`config.mk`:
```
export PLATFORM = sky130hd
export DESIGN_NAME = fip_32_cramer_div
export DESIGN_NICKNAME = d
export VERILOG_FILES = /design/src/rtl/fip_32_cramer_div.sv
export SDC_FILE = /design/constraint.sdc
export NUM_CORES = 1
export LEC_CHECK = 0
export ABC_AREA = 1
export CORE_MARGIN = 5
export CORE_UTILIZATION = 40
export DETAILED_ROUTE_END_ITERATION = 12
export SYNTH_ARGS = -nofsm -noshare
export SYNTH_HDL_FRONTEND = slang
export SYNTH_SLANG_ARGS = --single-unit
```
`constraint.sdc`:
```
create_clock -name i_clk -period 6.15 [get_ports i_clk]
set_input_delay 0.615 -clock i_clk [delete_from_list [all_inputs] [get_ports i_clk]]
set_output_delay 0.615 -clock i_clk [all_outputs]
set_load 0.005 [all_outputs]
```
`src/rtl/fip_32_cramer_div.sv`:
```
// fip_32_cramer_div -- Cramer's-rule quotient stage of a ray/triangle test.
// Takes det, det_t, det_u, det_v from the 3x3 determinant stage and produces
// t = det_t/det, u = det_u/det, v = det_v/det in signed Q(32-FRA_BITS).FRA_BITS,
// plus the hit flag. A single radix-2 restoring divider is shared by all three
// quotients and retires one quotient bit per cycle.
// Build option: define FIP_CRAMER_SAT_EN to clamp out-of-range quotients to the
// 32-bit signed limits; otherwise the quotient is truncated to its low 32 bits.
module fip_32_cramer_div #(
   parameter int FRA_BITS = 16
) (
   input  logic        i_clk,
   input  logic        i_rst,
   input  logic        i_valid,
   output logic        o_ready,
   input  logic [31:0] i_det,
   input  logic [31:0] i_det_t,
   input  logic [31:0] i_det_u,
   input  logic [31:0] i_det_v,
   output logic [31:0] o_t,
   output logic [31:0] o_u,
   output logic [31:0] o_v,
   output logic        o_hit,
   output logic        o_valid,
   input  logic        i_ready
);

   localparam int W  = 32 + FRA_BITS;
   localparam int CW = $clog2(W);
   localparam logic [CW-1:0]     LAST_BIT = CW'(W - 1);
   localparam logic signed [32:0] ONE_Q   = 33'(1) << FRA_BITS;

   typedef enum logic [1:0] {IDLE, DIV, CHK, DONE} state_t;
   state_t state_reg, state_next;

   logic [31:0]   det_reg;
   logic [31:0]   num_reg [3];
   logic [1:0]    idx_reg;
   logic [CW-1:0] bit_cnt_reg;
   logic [W-1:0]  rem_reg;
   logic [W-1:0]  dvd_reg;
   logic [W-2:0]  quo_reg;

   logic          accept;
   logic          bit_last;
   logic          div_last;
   logic [W-1:0]  divisor;
   logic [W:0]    rem_sh;
   logic          ge;
   logic [W-1:0]  rem_nx;
   logic [W-1:0]  quo_nx;
   logic [31:0]   cur_num;
   logic [31:0]   nxt_num;
   logic          neg;
   logic [W-1:0]  q_sgn;
   logic [31:0]   q_fin;
   logic [2:0][31:0] q_all;
   logic          hit;

   function automatic logic [31:0] abs32(input logic [31:0] x);
      return x[31] ? (~x + 32'd1) : x;
   endfunction

   // Dividend for one quotient: |num| scaled up by the fractional width.
   function automatic logic [W-1:0] mag_shift(input logic [31:0] x);
      return {abs32(x), {FRA_BITS{1'b0}}};
   endfunction

   assign accept   = i_valid && (state_reg == IDLE);
   assign bit_last = (bit_cnt_reg == LAST_BIT);
   assign div_last = bit_last && (idx_reg == 2'd2);
   assign o_ready  = (state_reg == IDLE);
   assign o_valid  = (state_reg == DONE);
   assign divisor  = {{FRA_BITS{1'b0}}, abs32(det_reg)};

   // State register.
   always_ff @(posedge i_clk) begin
      if (i_rst) state_reg <= IDLE;
      else       state_reg <= state_next;
   end

   // Next-state logic: a zero determinant skips the divider entirely.
   always_comb begin
      state_next = state_reg;
      case (state_reg)
         IDLE: if (accept) state_next = (i_det != 32'd0) ? DIV : CHK;
         DIV:  if (div_last) state_next = CHK;
         CHK:  state_next = DONE;
         DONE: if (i_ready) state_next = IDLE;
         default: state_next = IDLE;
      endcase
   end

   // One restoring-division step plus sign fix-up of the finished quotient.
   always_comb begin
      rem_sh  = {rem_reg, dvd_reg[W-1]};
      ge      = (rem_sh >= {1'b0, divisor});
      // When ge is set the true difference is below the divisor, so W bits suffice.
      rem_nx  = ge ? (rem_sh[W-1:0] - divisor) : rem_sh[W-1:0];
      quo_nx  = {quo_reg, ge};
      case (idx_reg)
         2'd0:    cur_num = num_reg[0];
         2'd1:    cur_num = num_reg[1];
         default: cur_num = num_reg[2];
      endcase
      nxt_num = (idx_reg == 2'd0) ? num_reg[1] : num_reg[2];
      neg     = cur_num[31] ^ det_reg[31];
      q_sgn   = neg ? (~quo_nx + W'(1)) : quo_nx;
   end

`ifdef FIP_CRAMER_SAT_EN
   // Clamp when the upper bits are not a pure sign extension of bit 31.
   always_comb begin
      if (q_sgn[W-1:31] == {(W-31){q_sgn[W-1]}})
         q_fin = q_sgn[31:0];
      else
         q_fin = q_sgn[W-1] ? 32'h8000_0000 : 32'h7fff_ffff;
   end
`else
   logic [W-33:0] unused_q_hi;
   assign unused_q_hi = q_sgn[W-1:32];
   assign q_fin       = q_sgn[31:0];
`endif

   // Divider datapath: load operands on accept, then shift/subtract in DIV.
   always_ff @(posedge i_clk) begin
      if (i_rst) begin
         det_reg     <= '0;
         num_reg[0]  <= '0;
         num_reg[1]  <= '0;
         num_reg[2]  <= '0;
         idx_reg     <= '0;
         bit_cnt_reg <= '0;
         rem_reg     <= '0;
         dvd_reg     <= '0;
         quo_reg     <= '0;
      end else if (accept) begin
         det_reg     <= i_det;
         num_reg[0]  <= i_det_t;
         num_reg[1]  <= i_det_u;
         num_reg[2]  <= i_det_v;
         idx_reg     <= '0;
         bit_cnt_reg <= '0;
         rem_reg     <= '0;
         dvd_reg     <= mag_shift(i_det_t);
         quo_reg     <= '0;
      end else if (state_reg == DIV) begin
         if (bit_last) begin
            idx_reg     <= idx_reg + 2'd1;
            bit_cnt_reg <= '0;
            rem_reg     <= '0;
            dvd_reg     <= mag_shift(nxt_num);
            quo_reg     <= '0;
         end else begin
            bit_cnt_reg <= bit_cnt_reg + CW'(1);
            rem_reg     <= rem_nx;
            dvd_reg     <= {dvd_reg[W-2:0], 1'b0};
            quo_reg     <= quo_nx[W-2:0];
         end
      end
   end

   // One holding register per quotient, written when its division finishes.
   genvar gi;
   generate
      for (gi = 0; gi < 3; gi++) begin : g_slot
         logic [31:0] slot_reg;
         // Cleared on every accept so a zero determinant yields zero quotients.
         always_ff @(posedge i_clk) begin
            if (i_rst || accept)
               slot_reg <= '0;
            else if (state_reg == DIV && bit_last && idx_reg == 2'(gi))
               slot_reg <= q_fin;
         end
         assign q_all[gi] = slot_reg;
      end
   endgenerate

   // Hit test on the final 32-bit quotients; u+v kept in 33 bits.
   always_comb begin
      logic signed [32:0] uv_sum;
      uv_sum = $signed({q_all[1][31], q_all[1]}) + $signed({q_all[2][31], q_all[2]});
      hit    = (det_reg != 32'd0) && ($signed(q_all[0]) > 32'sd0) &&
               !q_all[1][31] && !q_all[2][31] && (uv_sum <= ONE_Q);
   end

   // Result registers: only updated on the CHK->DONE edge, held otherwise.
   always_ff @(posedge i_clk) begin
      if (i_rst) begin
         o_t   <= '0;
         o_u   <= '0;
         o_v   <= '0;
         o_hit <= 1'b0;
      end else if (state_reg == CHK) begin
         o_t   <= q_all[0];
         o_u   <= q_all[1];
         o_v   <= q_all[2];
         o_hit <= hit;
      end
   end

endmodule

```
==> metrics <==
status=finished clean; top cell type's share of synthesized area=0.276; worst min path class=reg -> reg; detailed-route via count=24200; setup tns final=0 ns; syn avg cell area=6.65 um2; Finished Layout Cells=4800; Pre-Repair DR Iteration Count=5; synthesized cell area=0.0251 mm2; Main synth FF type=dfxtp_1; slowest stage delay, CP=0.31 ns; R2R Setup Slk=0.65 ns; met3 usage=0.0308; core area=0.0619 mm2; Pleak=14.0 nW; CTS Buffer Depth=3; Worst Clk Skew=0.0234 ns; most area-consuming cells after synthesis=dfxtp_1 28%, nand2_1 12%, inv_1 8.8%; post-CTS setup buffers=0; WL/cell=16.8 um; Routability Congestion=0.919; floorplan row count=91; dpl cells=4714; total gr overflow=0; vias in the first global route=22700; initial core utilization=0.406; synthesized instance count=3777; clock tree from TritonCTS=yes; Place WS=0.632 ns; die width=261 um; Crit Reg-Reg Startpoint=det_reg[0]; worst-case reg-to-reg path depth=35; worst path arrival time=5.96 ns; RSZ-0062 raised after global routing=no; CTS buffer count=46; final core occ=0.480; WL final=80800 um; IO Pins=231; Post-synth EDFFs=65; post-synth top area cell=dfxtp_1; endpoint type of the worst setup path=register; DRT iter0 DRCs=1981; Mapped Nets=3987; worst-path fanout max=11; Root Buffer Master=clkbuf_16; Via density=5.04; Hold Vio Cnt, Final=0; endpoints failing setup=0; flops & latches, synth=411; most used cell, CP=inv_1; worst skew pair latency=0.59 ns; sequential share of the synthesized area=0.353; crit start category=register; diode count=0; pin count of the biggest net entering global routing=107; die area=0.0679 mm2; Post-synth top cells=771 x nand2_1, 591 x inv_1, 486 x nor2_1; Peak VDD IR=758 uV; GRT busiest layer=met2; Slew headroom=0.197; maximum clock frequency=182 MHz; area delta synth->final=18.2%; Final min period=5.50 ns; pwr/cell area=472 mW/mm2; Crit path required time=6.61 ns; post-synth cell types=57; initial antenna violation count=1; Async SR Flop Fraction=0; CTS sink cnt=411; Crit Path Class=reg -> reg; top-count cell post-synth=nand2_1; port buffer count=230; antenna viol nets, final=0; final worst setup slack=0.647 ns; measured slew at the worst slew-check pin=1.20 ns; Remaining DRCs=0; HPWL Detailed=61300 um; maxcap violations=0; # nets final=4135; gr usage total=0.231; worst reg2reg path endpoint=g_slot[1].slot_reg[28]; H-tree depth=2; Max Transition Viols Final=0; Tcrit/Tclk final=0.895; Syn. warnings=0; share of cells above drive strength 1=0.0487; max FFs per register=96; met1 Use GR=0.338; critical path capture point=g_slot[1].slot_reg[28]; Die Y-Extent=261 um; routing usage on met2=0.359; CTS Hold Bufs=0; crit path from=det_reg[0]; first-pass GRT wire length=126000 um; Worst path slowest cell=dfxtp_1; clk slew on worst S/H paths=0.06 ns
placed cells by master (no fill, tap or decap), types with 23 or more instances in the layout:
cell             instances
xor2_1                  86
o21ai_0                291
nand2_1                770
edfxtp_1                65
xnor2_1                 40
nor4_1                  23
nand4_1                 36
clkdlybuf4s50_1        230
nor3_1                  39
ha_1                    74
inv_1                  590
clkbuf_16               48
o211ai_1                45
nand3_1                175
a21oi_1                316
dfxtp_1                346
nor2_1                 483
o21ai_1                 31
o21bai_1                35
kinds of logic after synthesis:
logic type / count (synthesis) / share of synthesized area
simple gates: 1600 / 0.267
compound gates: 797 / 0.177
buf+inv: 760 / 0.117
flops: 411 / 0.353
xor+xnor: 129 / 0.0456
fa+ha+maj: 78 / 0.0394
mux: 2 / 0.00129
layer usage:
layer  share of wire  up-vias
met5         0.00016        -
met4           0.027        2
met3           0.059      109
li1                -    12400
met1            0.48    11000
met2            0.44      613
layout make-up:
| cell class | instances | area (um2) |
|---|---|---|
| Fill cell | 6491 | 32200 |
| Multi-Input combinational cell | 2606 | 13400 |
| Sequential cell | 411 | 8880 |
| Timing Repair Buffer | 251 | 2470 |
| Inverter | 609 | 2300 |
| Clock buffer | 70 | 1410 |
| Tap cell | 837 | 1050 |
| Clock inverter | 16 | 230 |
how the worst min path moves through the flow:
stage | slack (ns) | end | from | cells past startpoint
5_1_grt | 0.51 | quo_reg[30] | quo_reg[30] | 2
3_3_place_gp | 0.46 | rem_reg[47] | rem_reg[47] | 2
6_report | 0.47 | rem_reg[47] | rem_reg[47] | 2
4_1_cts | 0.47 | rem_reg[47] | rem_reg[47] | 2
3_5_place_dp | 0.46 | rem_reg[47] | rem_reg[47] | 2
2_1_floorplan | 0.44 | dvd_reg[20] | dvd_reg[20] | 2
report_power, final:
group / total, mW / internal [mW] / switching, mW
logic: 7.49 / 2.44 / 5.06
clock network: 2.96 / 1.79 / 1.17
registers: 3.58 / 3.28 / 0.302
stage by stage:
stage	power, mW	area, um2	hold slack (ns)
6_report	14.0	29700	0.473
5_1_grt	18.0	29700	0.507
4_1_cts	17.2	29700	0.470
3_5_place_dp	10.8	28000	0.462
3_3_place_gp	8.51	28000	0.456
2_1_floorplan	6.86	25100	0.444
worst max-delay path: cells and delay by family, from the launching register on:
kind	cells	cell delay (ns)
XOR/XNOR	2	0.34
flip-flops	1	0.31
adder cells (fa/ha/maj)	3	0.64
AND/OR/NAND/NOR	17	2.46
buffers and inverters	7	0.62
AO/OA/AOI/OAI	6	1.00
repair_timing:
action                     in CTS  in global routing
setup endpoints to repair       0                 10
hold endpoints to repair        0                  0
gates resized for setup         0                  6
Power figures use the tool's default switching activity.
